**config.mk**
```make
export PLATFORM = sky130hd
export DESIGN_NAME = cfo_estimate
export DESIGN_NICKNAME = d
export VERILOG_FILES = /design/src/rtl/cfo_estimate.sv
export SDC_FILE = /design/constraint.sdc
export NUM_CORES = 1
export LEC_CHECK = 0
export ABC_AREA = 0
export CORE_UTILIZATION = 52
export CTS_BUF_LIST = sky130_fd_sc_hd__clkbuf_8 sky130_fd_sc_hd__clkbuf_16
export CTS_CLUSTER_DIAMETER = 80
export DETAILED_ROUTE_END_ITERATION = 16
export GPL_ROUTABILITY_DRIVEN = 0
export PLACE_DENSITY = 0.86
export SLEW_MARGIN = 20
export SYNTH_ARGS = -nofsm -noshare
export SYNTH_HDL_FRONTEND = slang
export SYNTH_SLANG_ARGS = --single-unit
```
**constraint.sdc**
```tcl
create_clock -name clock -period 3.4 [get_ports clock]
set_input_delay 0.34 -clock clock [delete_from_list [all_inputs] [get_ports clock]]
set_output_delay 0.34 -clock clock [all_outputs]
set_load 0.005 [all_outputs]
```
**src/rtl/cfo_estimate.sv**
```systemverilog
// cfo_estimate
//   Averages 2^AVG_SHIFT phase samples of the delayed autocorrelation and
//   divides by the lag to form a per-sample carrier-frequency-offset
//   increment. It then produces a wrapped derotation phase ramp, advancing
//   one step per data sample, for the rotator.
//   Phase units: radians scaled by 512, range [-PI, PI).
//
// Ports
//   clock       system clock
//   reset       synchronous, active-high
//   enable      clock enable; when low all state holds and strobes are lost
//   start       one-cycle pulse, begins a new estimate
//   phase_in    signed phase from the phase stage
//   phase_stb   phase_in valid
//   sample_stb  one data sample passed to the rotator; advances the ramp
//   busy        high while accumulating or dividing
//   cfo_est     signed per-sample phase increment
//   est_valid   one-cycle pulse when cfo_est updates
//   ramp_phase  signed derotation phase, range [-PI, PI)
//   ramp_stb    ramp_phase valid
module cfo_estimate #(
    parameter int AVG_SHIFT = 4,
    parameter int LAG_SHIFT = 4,
    parameter int PI        = 1608
) (
    input  logic               clock,
    input  logic               reset,
    input  logic               enable,
    input  logic               start,
    input  logic signed [15:0] phase_in,
    input  logic               phase_stb,
    input  logic               sample_stb,
    output logic               busy,
    output logic signed [15:0] cfo_est,
    output logic               est_valid,
    output logic signed [15:0] ramp_phase,
    output logic               ramp_stb
);

    localparam int SUM_W  = 16 + AVG_SHIFT + 1;
    localparam int CNT_W  = AVG_SHIFT + 1;
    localparam int S      = AVG_SHIFT + LAG_SHIFT;
    localparam int TWO_PI = 2 * PI;

    typedef enum logic [1:0] {
        IDLE   = 2'd0,
        ACCUM  = 2'd1,
        DIVIDE = 2'd2,
        TRACK  = 2'd3
    } state_t;

    state_t                   state;
    state_t                   next_state;
    logic signed [SUM_W-1:0]  sum;
    logic        [CNT_W-1:0]  count;
    logic signed [15:0]       ramp;

    logic signed [SUM_W-1:0]  rounded;
    logic signed [15:0]       cfo_next;
    logic signed [17:0]       ramp_diff;
    logic signed [17:0]       ramp_wrapped;
    logic signed [15:0]       ramp_next;
    logic                     last_strobe;

    // Round half up: bias by half an LSB of the result, then arithmetic shift.
    assign rounded  = sum + SUM_W'(1 << (S - 1));
    assign cfo_next = 16'(rounded >>> S);

    // |cfo_est| <= PI, so one correction brings the step back into range.
    always_comb begin
        ramp_diff    = 18'(ramp) - 18'(cfo_est);
        ramp_wrapped = ramp_diff;
        if (ramp_diff >= 18'(PI)) begin
            ramp_wrapped = ramp_diff - 18'(TWO_PI);
        end else if (ramp_diff < -18'(PI)) begin
            ramp_wrapped = ramp_diff + 18'(TWO_PI);
        end
    end

    assign ramp_next   = 16'(ramp_wrapped);
    assign last_strobe = phase_stb && (count == CNT_W'((1 << AVG_SHIFT) - 1));

    always_comb begin
        next_state = state;
        if (enable) begin
            if (start) begin
                next_state = ACCUM;
            end else begin
                case (state)
                    ACCUM:   if (last_strobe) next_state = DIVIDE;
                    DIVIDE:  next_state = TRACK;
                    default: next_state = state;
                endcase
            end
        end
    end

    always_ff @(posedge clock) begin
        if (reset) begin
            state <= IDLE;
        end else begin
            state <= next_state;
        end
    end

    always_ff @(posedge clock) begin
        if (reset) begin
            sum       <= '0;
            count     <= '0;
            ramp      <= '0;
            cfo_est   <= '0;
            est_valid <= 1'b0;
            ramp_stb  <= 1'b0;
        end else if (!enable) begin
            // Pulses are never stretched across a stall.
            est_valid <= 1'b0;
            ramp_stb  <= 1'b0;
        end else begin
            est_valid <= 1'b0;
            ramp_stb  <= 1'b0;
            if (start) begin
                sum   <= '0;
                count <= '0;
                ramp  <= '0;
            end else begin
                case (state)
                    ACCUM: begin
                        if (phase_stb) begin
                            sum   <= sum + SUM_W'(phase_in);
                            count <= count + CNT_W'(1);
                        end
                    end
                    DIVIDE: begin
                        cfo_est   <= cfo_next;
                        est_valid <= 1'b1;
                    end
                    TRACK: begin
                        if (sample_stb) begin
                            ramp     <= ramp_next;
                            ramp_stb <= 1'b1;
                        end
                    end
                    default: begin
                    end
                endcase
            end
        end
    end

    assign ramp_phase = ramp;
    assign busy       = (state == ACCUM) || (state == DIVIDE);

endmodule

```
## Word level (Yosys, flattened, before mapping)

Cells that the tools add are included.

- Register bits after elaboration: 59
- Input bits: 22
- Output and inout bits: 35
- Word-level logic and storage cells: 52

- Add/subtract/negate cells: 6
- $lt $le $gt $ge: 2
- Equality and inequality tests: 5
- Mux-type cells: 16
- Bitwise gates (word level): 3
- Reductions and logical operators: 13

Operators with widths:

| operator | count |
|---|---|
| $mux 16 | 5 |
| $mux 21 | 3 |
| $add 21x16->21 | 1 |
| $add 21x9->21 const B | 1 |
| $ge 17x12->1 const B | 1 |
| $lt 17x12->1 const B | 1 |
| $sub 16x13->17 | 1 |
| $add 16x13->16 const B | 1 |
| $sub 16x13->16 const B | 1 |
| $mux 5 | 3 |
| $reduce_and 3->1 | 4 |
| $reduce_bool 2->1 | 4 |
| $add 5x1->5 const B | 1 |
| $eq 5x4->1 const B | 1 |
| $eq 2x2->1 const B | 2 |
| $mux 2 | 2 |
| $pmux 2 s2 | 1 |
| $reduce_or 4->1 | 1 |
| $ne 3x3->1 const B | 1 |
| $not 1->1 | 3 |
| $reduce_bool 3->1 | 1 |
| $reduce_or 3->1 | 1 |
| $eq 2x1->1 const B | 1 |
| $mux 1 | 2 |
| 2 further kinds | 2 |

## Longest topological paths before layout

- Word-level depth: 7
- Depth in mapped cells: 15
- Mapped depth without buffers: 15

## Worst setup path after synthesis

Ideal clock, no wire load.

- Path type: reg2reg
- Start point: register cfo_est[0]
- End point: register ramp[11], in the netlist ramp_phase[11]
- Library setup time: 0.117 ns
- Arrival: 3.147 ns
- Data required time: 3.283 ns
- Path slack: 0.137 ns
- Cell stages (with the launch flop): 14
- Buffers on the path: 0
- Clock period less this slack: 3.263 ns
- Cells stage by stage: dfxtp_1 -> ha_1 -> inv_1 -> fa_1 -> a211oi_2 -> o31ai_4 -> o311ai_4 -> a31oi_1 -> or4_4 -> o311ai_4 -> a41oi_4 -> a32o_2 -> xnor2_1 -> a22o_1

- Word-level cells in the longest chain between the ends: 7
- Elaborated cells between the ends (all ways): 10
- Those cells by class: 3 x add/sub; 2 x order compare; 5 x mux

RTL lines:

| item | line | text |
|---|---|---|
| start: declaration | 34 | `output logic signed [15:0] cfo_est,` |
| start signal: assignment | 134 | `cfo_est <= cfo_next;` |
| $sub 16x13->17 (*) | 71 | `ramp_diff = 18'(ramp) - 18'(cfo_est);` |
| $add 16x13->16 / $lt 17x12->1 (equally long branches) | 76, 75 |  |
| $mux 16 | 75 | `end else if (ramp_diff < -18'(PI)) begin` |
| $mux 16 (*) | 73 | `if (ramp_diff >= 18'(PI)) begin` |
| $mux 16 (*) | 138 | `if (sample_stb) begin` |
| $mux 16 (*) | 126 | `case (state)` |
| $mux 16 (*) | 121 | `if (start) begin` |
| end signal: assignment | 139 | `ramp <= ramp_next;` |
| end: declaration | 56 | `logic signed [15:0] ramp;` |

Mark *: on every way between the ends. The rest lies on a longest branch, timed or not. The select of a mux whose other input is x is not followed.
A chain may end at the register's enable or synchronous reset.

## Worst setup path after layout

- Start point: register cfo_est[6]
- End point: register ramp[14], in the netlist ramp_phase[14]

The elaborated chain is that of the path after synthesis.

==> flow_metrics.tcl <==
set metrics [dict create \
    ir_drop_mv 0.205 \
    worstSetupEndpointType "register" \
    r2r_cells 13 \
    p_leak_nw 2.46 \
    slowest_delay_ns 0.41 \
    grt_pass1_wl_um 19900 \
    ys_types 80 \
    min_path_type "reg2reg" \
    fin_worst_skew_ns 0.0151 \
    cts_tree "built" \
    boundaryPins 57 \
    p_switching_uw 798 \
    yosysTopAreaCell "dfxtp_1" \
    finalHoldViolations 0 \
    fin_crit_sh_pct 98.9 \
    cts-root-buf "clkbuf_8" \
    r2r-start "cfo_est[6]" \
    yosysWarningCount 0 \
    area_delta_synth_final_pct 25.2 \
    ant_nets 0 \
    clkTransAtPathRegs_ns 0.08 \
    core_area_um2 8810 \
    dp_hpwl_um 9030 \
    routed_wl_um 12800 \
    setup_viol 0 \
    synth-main-ff-cell "dfxtp_1" \
    num_antenna_cells 0 \
    clkSinkCount 59 \
    worst-setup-path-type "reg2reg" \
    rows 34 \
    worst_slew_pin_slew_ns 0.809 \
    cp.buffers_inverters 3 \
    min_from "count[3]" \
    power_frac_seq_pct 31.9 \
    required_ns 3.66 \
    die_h_um 97.9 \
    clk_latency_ns 0.37 \
    port-buffer-count 56 \
    slew_headroom_pct 46.0 \
    drv_cap 0 \
    min_period_ns 3.36 \
    slew_viol_final 0 \
    combPwrFrac_pct 39.4 \
    path_delay_family "compound AO/OA/AOI/OAI gates" \
    dr.pass1.iters 11 \
    rrSetupSlack_ns 0.04 \
    mostFrequentLayoutCell "nor2_1" \
    status "complete, but fails checks" \
    synth_top_area_share_pct 24.7 \
    power_frac_clock_pct 28.6 \
    path_cells "inv_1 > ha_2 > o21ai_0 > or3_1 > o21a_1 > buf_4 > xnor2_2 > buf_4 > a21oi_2 > a41oi_4 > nand3_2 > and4_1 > a211o_1" \
    hold_buffers 0 \
    drc 1 \
    pwr_density_cell_nw_per_um2 378 \
    cts_buffers 9 \
    rsz0062_at_grt "true" \
    p_sw_share_pct 35.3 \
    antenna_found_initial 0 \
    avgViaCountPerCell 6.10 \
    ys_ff_latch 59 \
    crit_slowest_cell "ha_2" \
    max-clock-path-buffers 2 \
    setup.worst_path.start_class "register" \
    yosys-top-cells-area "dfxtp_1, ha_1, xnor2_1" \
    route.vias.total 4667 \
    wl_per_cell_um 16.7 \
    worstPathArrival_ns 3.62 \
    setup_tns_ns 0 \
    grt_overflow 0 \
    violations "design-rule violations" \
    crit_path_frequent_cell "buf_4" \
    netlist_instances 570 \
    syn-cell-area_um2 4780 \
    crit-reg2reg-capture "ramp_phase[14]" \
    start_util_pct 54.3 \
    layout_common_cells "nor2_1, dfxtp_1, clkdlybuf4s50_1" \
    ys_seq_area_share_pct 24.7 \
    drt_iter0_markers 200 \
    crit_fanout 8 \
    htreeDepth 3 \
    grt_use_total_pct 25.7 \
    grt_pass1_vias 4475 \
    hold_end "count[3]" \
    dieArea_um2 9590 \
    synth-edff-count 0 \
    max_freq_mhz 297 \
    fill_cells 648 \
    final_util_pct 68.0 \
    power.internal_mw 1.47 \
    chipWidth_um 97.9 \
    layout.nets 721 \
    synth-async-reset-ratio_pct 0 \
    syn_avg_cell_area_um2 8.39 \
    whs_path_depth 2 \
    grt_max_degree 32 \
    synth.net_count 639 \
    drive_above_1_share_pct 15.4 \
]
==> how the worst max path moves through the flow <==
stage                             start             end  slack, ns  cells past startpoint
final                        cfo_est[6]  ramp_phase[14]       0.04                     13
after global routing         cfo_est[4]   ramp_phase[6]      -0.12                     13
after CTS                 ramp_phase[0]  ramp_phase[11]     0.0009                     14
after detailed placement    phase_in[0]         sum[20]      -0.19                     14
after global placement      phase_in[0]         sum[20]       -0.1                     14
after floorplan              cfo_est[0]  ramp_phase[11]       0.14                     13
==> layout make-up <==
class / count / area (µm²) / share of cell area, %
clock buffers: 9 / 124 / 2.07
clock inverters: 7 / 68.8 / 1.15
inverters: 37 / 139 / 2.32
multi-input cells: 453 / 3500 / 58.5
flip-flops and latches: 59 / 1180 / 19.8
well taps: 108 / 135 / 2.26
repair buffers: 92 / 836 / 14.0
==> cell usage after synthesis (all sizes together), types with 2 or more instances <==
library cell  count
buf               8
o21ai            25
or4               2
and3             10
or3               2
o211ai            2
a21o             10
fa                2
a211oi           20
nor3              6
nor2             60
o41ai             2
nand2b           10
a221oi            2
a41oi             2
o22ai             3
nand2            46
nand3            14
a32oi             7
inv              37
o21a              4
nor2b             6
xor2             15
o21bai            7
a221o             4
a31oi             5
or2               2
nor3b             2
a311oi            2
o31ai             3
a211o             4
clkbuf           13
mux2i             4
ha               45
a32o              3
xnor2            38
nor4              2
a22o              9
a22oi            14
o311ai            5
dfxtp            59
nand3b            4
a21oi            30
and2              6
==> power groups by stage <==
stage / Clock [mW] / Combinational [mW] / Sequential (mW)
after floorplan: 0 / 0.552 / 0.734
after global placement: 0 / 0.725 / 0.738
after detailed placement: 0 / 0.748 / 0.738
after CTS: 0.645 / 0.798 / 0.722
after global routing: 0.682 / 0.952 / 0.724
final: 0.648 / 0.893 / 0.723
==> per-stage QoR <==
step | hold WS (ns) | total power, mW | instance area (µm²) | setup slack (ns) | std cells
2_1_floorplan | 0.446 | 1.29 | 4780 | 0.137 | 570
3_3_place_gp | 0.464 | 1.46 | 5560 | -0.0961 | 738
3_5_place_dp | 0.480 | 1.49 | 5560 | -0.188 | 738
4_1_cts | 0.491 | 2.17 | 5830 | 0.000889 | 759
5_1_grt | 0.519 | 2.36 | 5990 | -0.119 | 765
6_report | 0.491 | 2.26 | 5990 | 0.0365 | 765
==> layer usage <==
metal | global-route usage (%) | share of wire, % | wire (µm)
met1 | 27.6 | 40 | 5080
met2 | 48.2 | 51 | 6570
met3 | 5.37 | 5.2 | 660
met4 | 11.2 | 3.6 | 453
met5 | 0 | 0 | 0
==> flip-flops by register name, summed over array words and instances (netlist names) <==
signal      cells
ramp_phase     16
est_valid       1
cfo_est        13
sum            21
ramp_stb        1
count           5
state           2
==> tightest hold or removal path: stages (launching register included) <==
cell and delay [ns]:
dfxtp_1 0.32, o21ai_0 0.07, a21oi_1 0.06
==> cell families after synthesis <==
family                   Yosys count  synth area share (%)
flip-flops                        59                  24.7
AND/OR/NAND/NOR                  176                  17.9
AO/OA/AOI/OAI                    172                  28.5
XOR/XNOR                          53                  10.2
adder cells (fa/ha/maj)           47                  12.6
buffers and inverters             58                  5.13
multiplexers                       5                  1.07
==> what timing repair did <==
item	4_1_cts	5_1_grt
setup endpoints to repair	9	12
pin swaps	8	11
resized for setup	11	18
gates cloned	1	0
hold endpoints to repair	0	0
buffers inserted	4	6
No activity file was read; power rests on OpenSTA's default activity.
